File: src/rtl/serial_servo_test_uc.sv
`timescale 1ns/1ps
// Control unit for the serial servo test: decodes received commands, drives the servo enable and echoes characters.
// Optional inactivity watchdog is compiled in with macro SERIAL_SERVO_UC_TIMEOUT_EN.
module serial_servo_test_uc #(
    parameter int TIMEOUT_CICLOS = 100_000_000
) (
    input  logic       clock,
    input  logic       reset,
    input  logic       fim_rx,
    input  logic       parity_check,
    input  logic [6:0] data_out,
    input  logic       pronto_tx,
    output logic       partida_tx,
    output logic       zera,
    output logic       gira,
    output logic       erro,
    output logic       timeout,
    output logic [3:0] db_estado
);

    typedef enum logic [3:0] {
        INICIAL       = 4'h0,
        ESPERA        = 4'h1,
        DECODIFICA    = 4'h2,
        TRANSMITE     = 4'h3,
        AGUARDA_TX    = 4'h4,
        ERRO_PARIDADE = 4'hE
    } state_t;

    localparam logic [6:0] CHAR_L = 7'h4C;
    localparam logic [6:0] CHAR_D = 7'h44;
    localparam logic [6:0] CHAR_T = 7'h54;

    state_t state_q, state_d;
    logic   armed_q;
    logic   parity_q, parity_d;
    logic   gira_q, gira_d;
    logic   erro_q, erro_d;

`ifdef SERIAL_SERVO_UC_TIMEOUT_EN
    localparam int CNT_W = (TIMEOUT_CICLOS > 2) ? $clog2(TIMEOUT_CICLOS) : 1;
    localparam logic [CNT_W-1:0] CNT_MAX = CNT_W'(TIMEOUT_CICLOS - 1);

    logic [CNT_W-1:0] cnt_q, cnt_d;
    logic             timeout_q, timeout_d;
`endif

    // armed_q holds INICIAL for one full clock after release so zera never overlaps reset.
    always_ff @(posedge clock or negedge reset) begin
        if (!reset) begin
            state_q  <= INICIAL;
            armed_q  <= 1'b0;
            parity_q <= 1'b0;
            gira_q   <= 1'b0;
            erro_q   <= 1'b0;
`ifdef SERIAL_SERVO_UC_TIMEOUT_EN
            cnt_q     <= '0;
            timeout_q <= 1'b0;
`endif
        end else begin
            state_q  <= state_d;
            armed_q  <= 1'b1;
            parity_q <= parity_d;
            gira_q   <= gira_d;
            erro_q   <= erro_d;
`ifdef SERIAL_SERVO_UC_TIMEOUT_EN
            cnt_q     <= cnt_d;
            timeout_q <= timeout_d;
`endif
        end
    end

    always_comb begin
        state_d  = state_q;
        parity_d = parity_q;
        gira_d   = gira_q;
        erro_d   = erro_q;
`ifdef SERIAL_SERVO_UC_TIMEOUT_EN
        cnt_d     = cnt_q;
        timeout_d = timeout_q;
        if (gira_q) begin
            if (cnt_q == CNT_MAX) begin
                gira_d    = 1'b0;
                timeout_d = 1'b1;
            end else begin
                cnt_d = cnt_q + CNT_W'(1);
            end
        end
`endif

        case (state_q)
            INICIAL: begin
                if (armed_q) state_d = ESPERA;
            end
            ESPERA: begin
                // Parity is only valid alongside fim_rx, so it is captured for the decode cycle.
                if (fim_rx) begin
                    state_d  = DECODIFICA;
                    parity_d = parity_check;
                end
            end
            DECODIFICA: begin
                if (!parity_q) begin
                    state_d = ERRO_PARIDADE;
                end else begin
                    // A valid command overrides a coincident watchdog expiry.
                    state_d = TRANSMITE;
                    erro_d  = 1'b0;
                    gira_d  = gira_q;
                    case (data_out)
                        CHAR_L:  gira_d = 1'b1;
                        CHAR_D:  gira_d = 1'b0;
                        CHAR_T:  gira_d = ~gira_q;
                        default: gira_d = gira_q;
                    endcase
`ifdef SERIAL_SERVO_UC_TIMEOUT_EN
                    cnt_d     = '0;
                    timeout_d = 1'b0;
`endif
                end
            end
            TRANSMITE: begin
                state_d = AGUARDA_TX;
            end
            AGUARDA_TX: begin
                if (pronto_tx) state_d = ESPERA;
            end
            ERRO_PARIDADE: begin
                erro_d  = 1'b1;
                state_d = ESPERA;
            end
            default: begin
                state_d = INICIAL;
            end
        endcase
    end

    assign partida_tx = (state_q == TRANSMITE);
    assign zera       = (state_q == INICIAL) && armed_q;
    assign gira       = gira_q;
    assign erro       = erro_q;
    assign db_estado  = state_q;

`ifdef SERIAL_SERVO_UC_TIMEOUT_EN
    assign timeout = timeout_q;
`else
    assign timeout = 1'b0;
`endif

endmodule

File: config.mk
export PLATFORM = sky130hd
export DESIGN_NAME = serial_servo_test_uc
export DESIGN_NICKNAME = d
export VERILOG_FILES = /design/src/rtl/serial_servo_test_uc.sv
export SDC_FILE = /design/constraint.sdc
export NUM_CORES = 1
export LEC_CHECK = 0
export ABC_AREA = 1
export BUFFER_PORTS_ARGS = -buffer_cell sky130_fd_sc_hd__buf_2
export CORE_AREA = 2 2 39 41
export CTS_BUF_LIST = sky130_fd_sc_hd__clkbuf_2
export DETAILED_ROUTE_END_ITERATION = 10
export DIE_AREA = 0 0 41 43
export PLACE_DENSITY = 0.62
export SLEW_MARGIN = 20
export SYNTH_ARGS = -nofsm -noshare
export SYNTH_HDL_FRONTEND = slang
export SYNTH_SLANG_ARGS = --single-unit
File: constraint.sdc
create_clock -name clock -period 2.56 [get_ports clock]
set_input_delay 0.384 -clock clock [delete_from_list [all_inputs] [get_ports clock]]
set_output_delay 0.384 -clock clock [all_outputs]
set_load 0.05 [all_outputs]
Word-level counts from Yosys, hierarchy flattened
Cells that the tools add are included.
- $add $sub $neg: 0
- $mul: 0
- divide/modulo/power cells: 0
- $lt $le $gt $ge: 0
- equality and inequality tests: 12
- shift-type cells: 0
- multiplexer cells: 8
- bitwise logic cells: 1
- reductions and logical operators: 8
- operators with widths (operator ; count):
    4-bit case mux with 6 select lines ; 1
    7-bit == test, second input constant ; 3
    4-bit two-way mux ; 4
    4-bit by 2-bit == test with 1-bit output, second input constant ; 2
    2-bit != test, second input constant ; 4
    3-bit AND reduction ; 2
    4-bit by 1-bit == test with 1-bit output, second input constant ; 1
    4-bit by 3-bit == test with 1-bit output, second input constant ; 1
    4-bit == test, second input constant ; 1
    4-bit logical NOT ; 1
    2-bit AND reduction ; 2
    1-bit case mux with 3 select lines ; 1
    3-bit nonzero test ; 1
    1-bit case mux with 2 select lines ; 1
    2-bit nonzero test ; 1
    1-bit logical AND ; 1
    1-bit two-way mux ; 1
    1-bit NOT ; 1
- register bits after elaboration: 8
- bits in latches: 0
- RAM bits: 0
- ROM bits: 0
- output and inout bits: 9
- memories kept: 0

Depth between registers and ports, before layout
- word-level depth: 3
- gate-level depth with buffers: 7
- gate-level depth less buffers: 7

Worst setup path after synthesis
Ideal clock, no wire load.
- kind: register to output
- start: register state_q[3] (netlist: db_estado[3])
- end: output zera
- arrival time: 1.941 ns
- required time: 2.176 ns
- slack: 0.235 ns
- cell stages (with the launch flop): 4
- path buffers: 0
- cells stage by stage: dfrtp_1 -> nor2_4 -> inv_2 -> nor3_1
- cells in the longest elaborated chain, start to end: 2
- RTL lines (item ; RTL line ; RTL):
    start, declared ; 34 ; state_t state_q, state_d;
    start signal, assigned ; 61 ; state_q <= state_d;
    4-bit logical NOT ; 139 ; assign zera = (state_q == INICIAL) && armed_q;
    1-bit logical AND ; 139 ;
    end, declared ; 14 ; output logic zera,
Every way passes these cells.

Final worst setup path
Ends and elaborated chain as after synthesis.

==> results.cfg <==
[run_status]
status = finished, final reports clean

[clocking]
cts.sinks = 8
ctsResizeCount = 0
path_clk_slew_ps = 80
htree_levels = 1
cts-buffers-inserted = 3
cts_root_buf = clkbuf_2
clock_latency_ps = 230
clock_path_buffers = 2
cts_tree = built

[route]
first_pass_iters = 4
finalWirelength_um = 925
vias_per_cell = 4.39
antenna_left = 0
dr.first_iter.drc_count = 5
post-route-drc-count = 0
routed-via-count = 448
wl_per_cell_um = 9.07

[floorplanning]
row_count = 14
dieArea_mm2 = 0.00176
die_h_um = 43
io_pins = 21
fp.dieW_um = 41
core_mm2 = 0.00138
initial_core_util_pct = 35.2

[logic_synthesis]
yosysSeqAreaShare_pct = 41.1
synth_cell_types = 19
syn_area_um2 = 487
synth_top_area_share_pct = 41.1
syn_area_per_cell_um2 = 7.60
synth.largest_area_cell = dfrtp_1
synthTopCellsByArea = dfrtp_1, nand2_1, nor2_1
synth_cells = 64
yosys_warnings = 0
ys_ff_latch = 8
synth_fp_nets = 76

[setup_path]
end_kind = output pin
reg2regPathDepth = 5
r2r_slack_ps = 1320
worstPathRequired_ps = 2180
rr_startpoint = db_estado[3]$_DFFE_PN0P_
cp_max_fo = 4
timing.rr.end = db_estado[1]$_DFFE_PN0P_
startpoint = db_estado[3]$_DFFE_PN0P_
path_class = flip-flop to output pin
start_kind = flip-flop
critPathArrivalTime_ps = 1330
crit_end = zera

[power]
power_density_mw_per_mm2 = 1130
leakagePower_uw = 0.000366
ir_worst_vdd_mv = 0.453

[finish]
multi_input_area_um2 = 238
drive_gt1_share_pct = 38.4
final_common_cell = buf_2
fin_util_pct = 44.8
n_antenna_cell = 0
seq_area_um2 = 200
most-common-layout-cells = buf_2, nand2_1, nor2_1
fin_nets = 100
area_growth_pct = 27.2
n_fill_cell = 160

[timing]
max_freq_ghz = 0.583
finalCritPeriodShare_pct = 66.9
maxSlewViolCount = 0
setup_viol = 0
hold_viol = 0
period_needed_ps = 1710
fin_setup_tns_ps = 0
setup_ws_ps = 846
rsz0062_at_grt = no
skew_ps = 13.1

[placed_design]
portBuffers = 19
dp_hpwl_um = 805
routabilityCongestion = 0.706
dpl_worst_slack_ps = 1100

[global_routing]
use_met2_pct = 18.4
grt_pass1_vias = 384
grt_max_degree = 9
grt_remaining_overflow = 0
grt_use_met1_pct = 16.0
top_usage_layer = met2
grt_use_total_pct = 13.0
grt_pass1_wl_um = 1490
antenna_found_initial = 0
use_met3_pct = 4.71

[flow_run]
maxCapViolations = 0

[worst_hold_path]
hp-class = primary input to flip-flop
hold_depth = 3
-- area by class of cell --
class / instances / area share (%)
clock buffer: 3 / 2.42
sequential: 8 / 32.3
timing repair buffer: 20 / 17.0
inverter: 11 / 6.67
multi-input combinational: 44 / 38.4
tap: 16 / 3.23
-- sequential cells by signal, indices dropped and copies added (netlist names) --
register	flops
db_estado	4
armed_q	1
erro	1
gira	1
parity_q	1
-- how the worst min path moves through the flow --
stage                 startpoint                    to
CTS                 parity_check  parity_q$_DFFE_PN0P_
finish              parity_check  parity_q$_DFFE_PN0P_
global placement           reset     armed_q$_DFF_PN0_
global route        parity_check  parity_q$_DFFE_PN0P_
detailed placement         reset     armed_q$_DFF_PN0_
floorplan                  reset     armed_q$_DFF_PN0_
-- synthesized netlist by cell type, drive strengths merged --
cell and n:
nor3 3, o21ai 1, nor3b 1, inv 11, dfrtp 8, o21bai 1, nand3 7, nor2 13
buf 1, nand4 1, o211ai 1, nand2 14, conb 2
-- stage by stage --
step                total power, uW  area, um2  instances  hold slack (ps)
global route                    752        619        102              416
finish                          699        619        102              399
CTS                             706        619        102              387
detailed placement              633        594         98              232
global placement                626        594         98              234
floorplan                       543        487         64             88.4
-- cell families (layout without fill, tap and decap cells) --
group / count (synthesis) / in the layout / share of synthesized area, %
compound gates: 3 / 3 / 4.88
buf+inv: 12 / 34 / 10.0
flops: 8 / 8 / 41.1
other cells: 2 / 2 / 1.54
simple gates: 39 / 39 / 42.4
-- worst max-delay path: stages (launching register included) --
cell and delay, ps:
dfrtp_1 440, nor2_4 180, inv_2 80, nor3_1 120, buf_2 280
-- power breakdown --
group	switching, uW	total (uW)	internal (uW)
clock network	38.9	70.8	31.9
logic	299	411	113
registers	49.9	217	167
total	388	699	312
-- metal layers --
metal  up-vias  routed length [um]
met5         -                   0
met4         0                  19
met3         2                  41
met2        11                 478
met1       195                 385
li1        240                   -
-- what timing repair did --
action,CTS,global route
setup buffers,0,0
hold buffers,1,0
hold endpoints to repair,8,0
No activity file was read; power rests on OpenSTA's default activity.
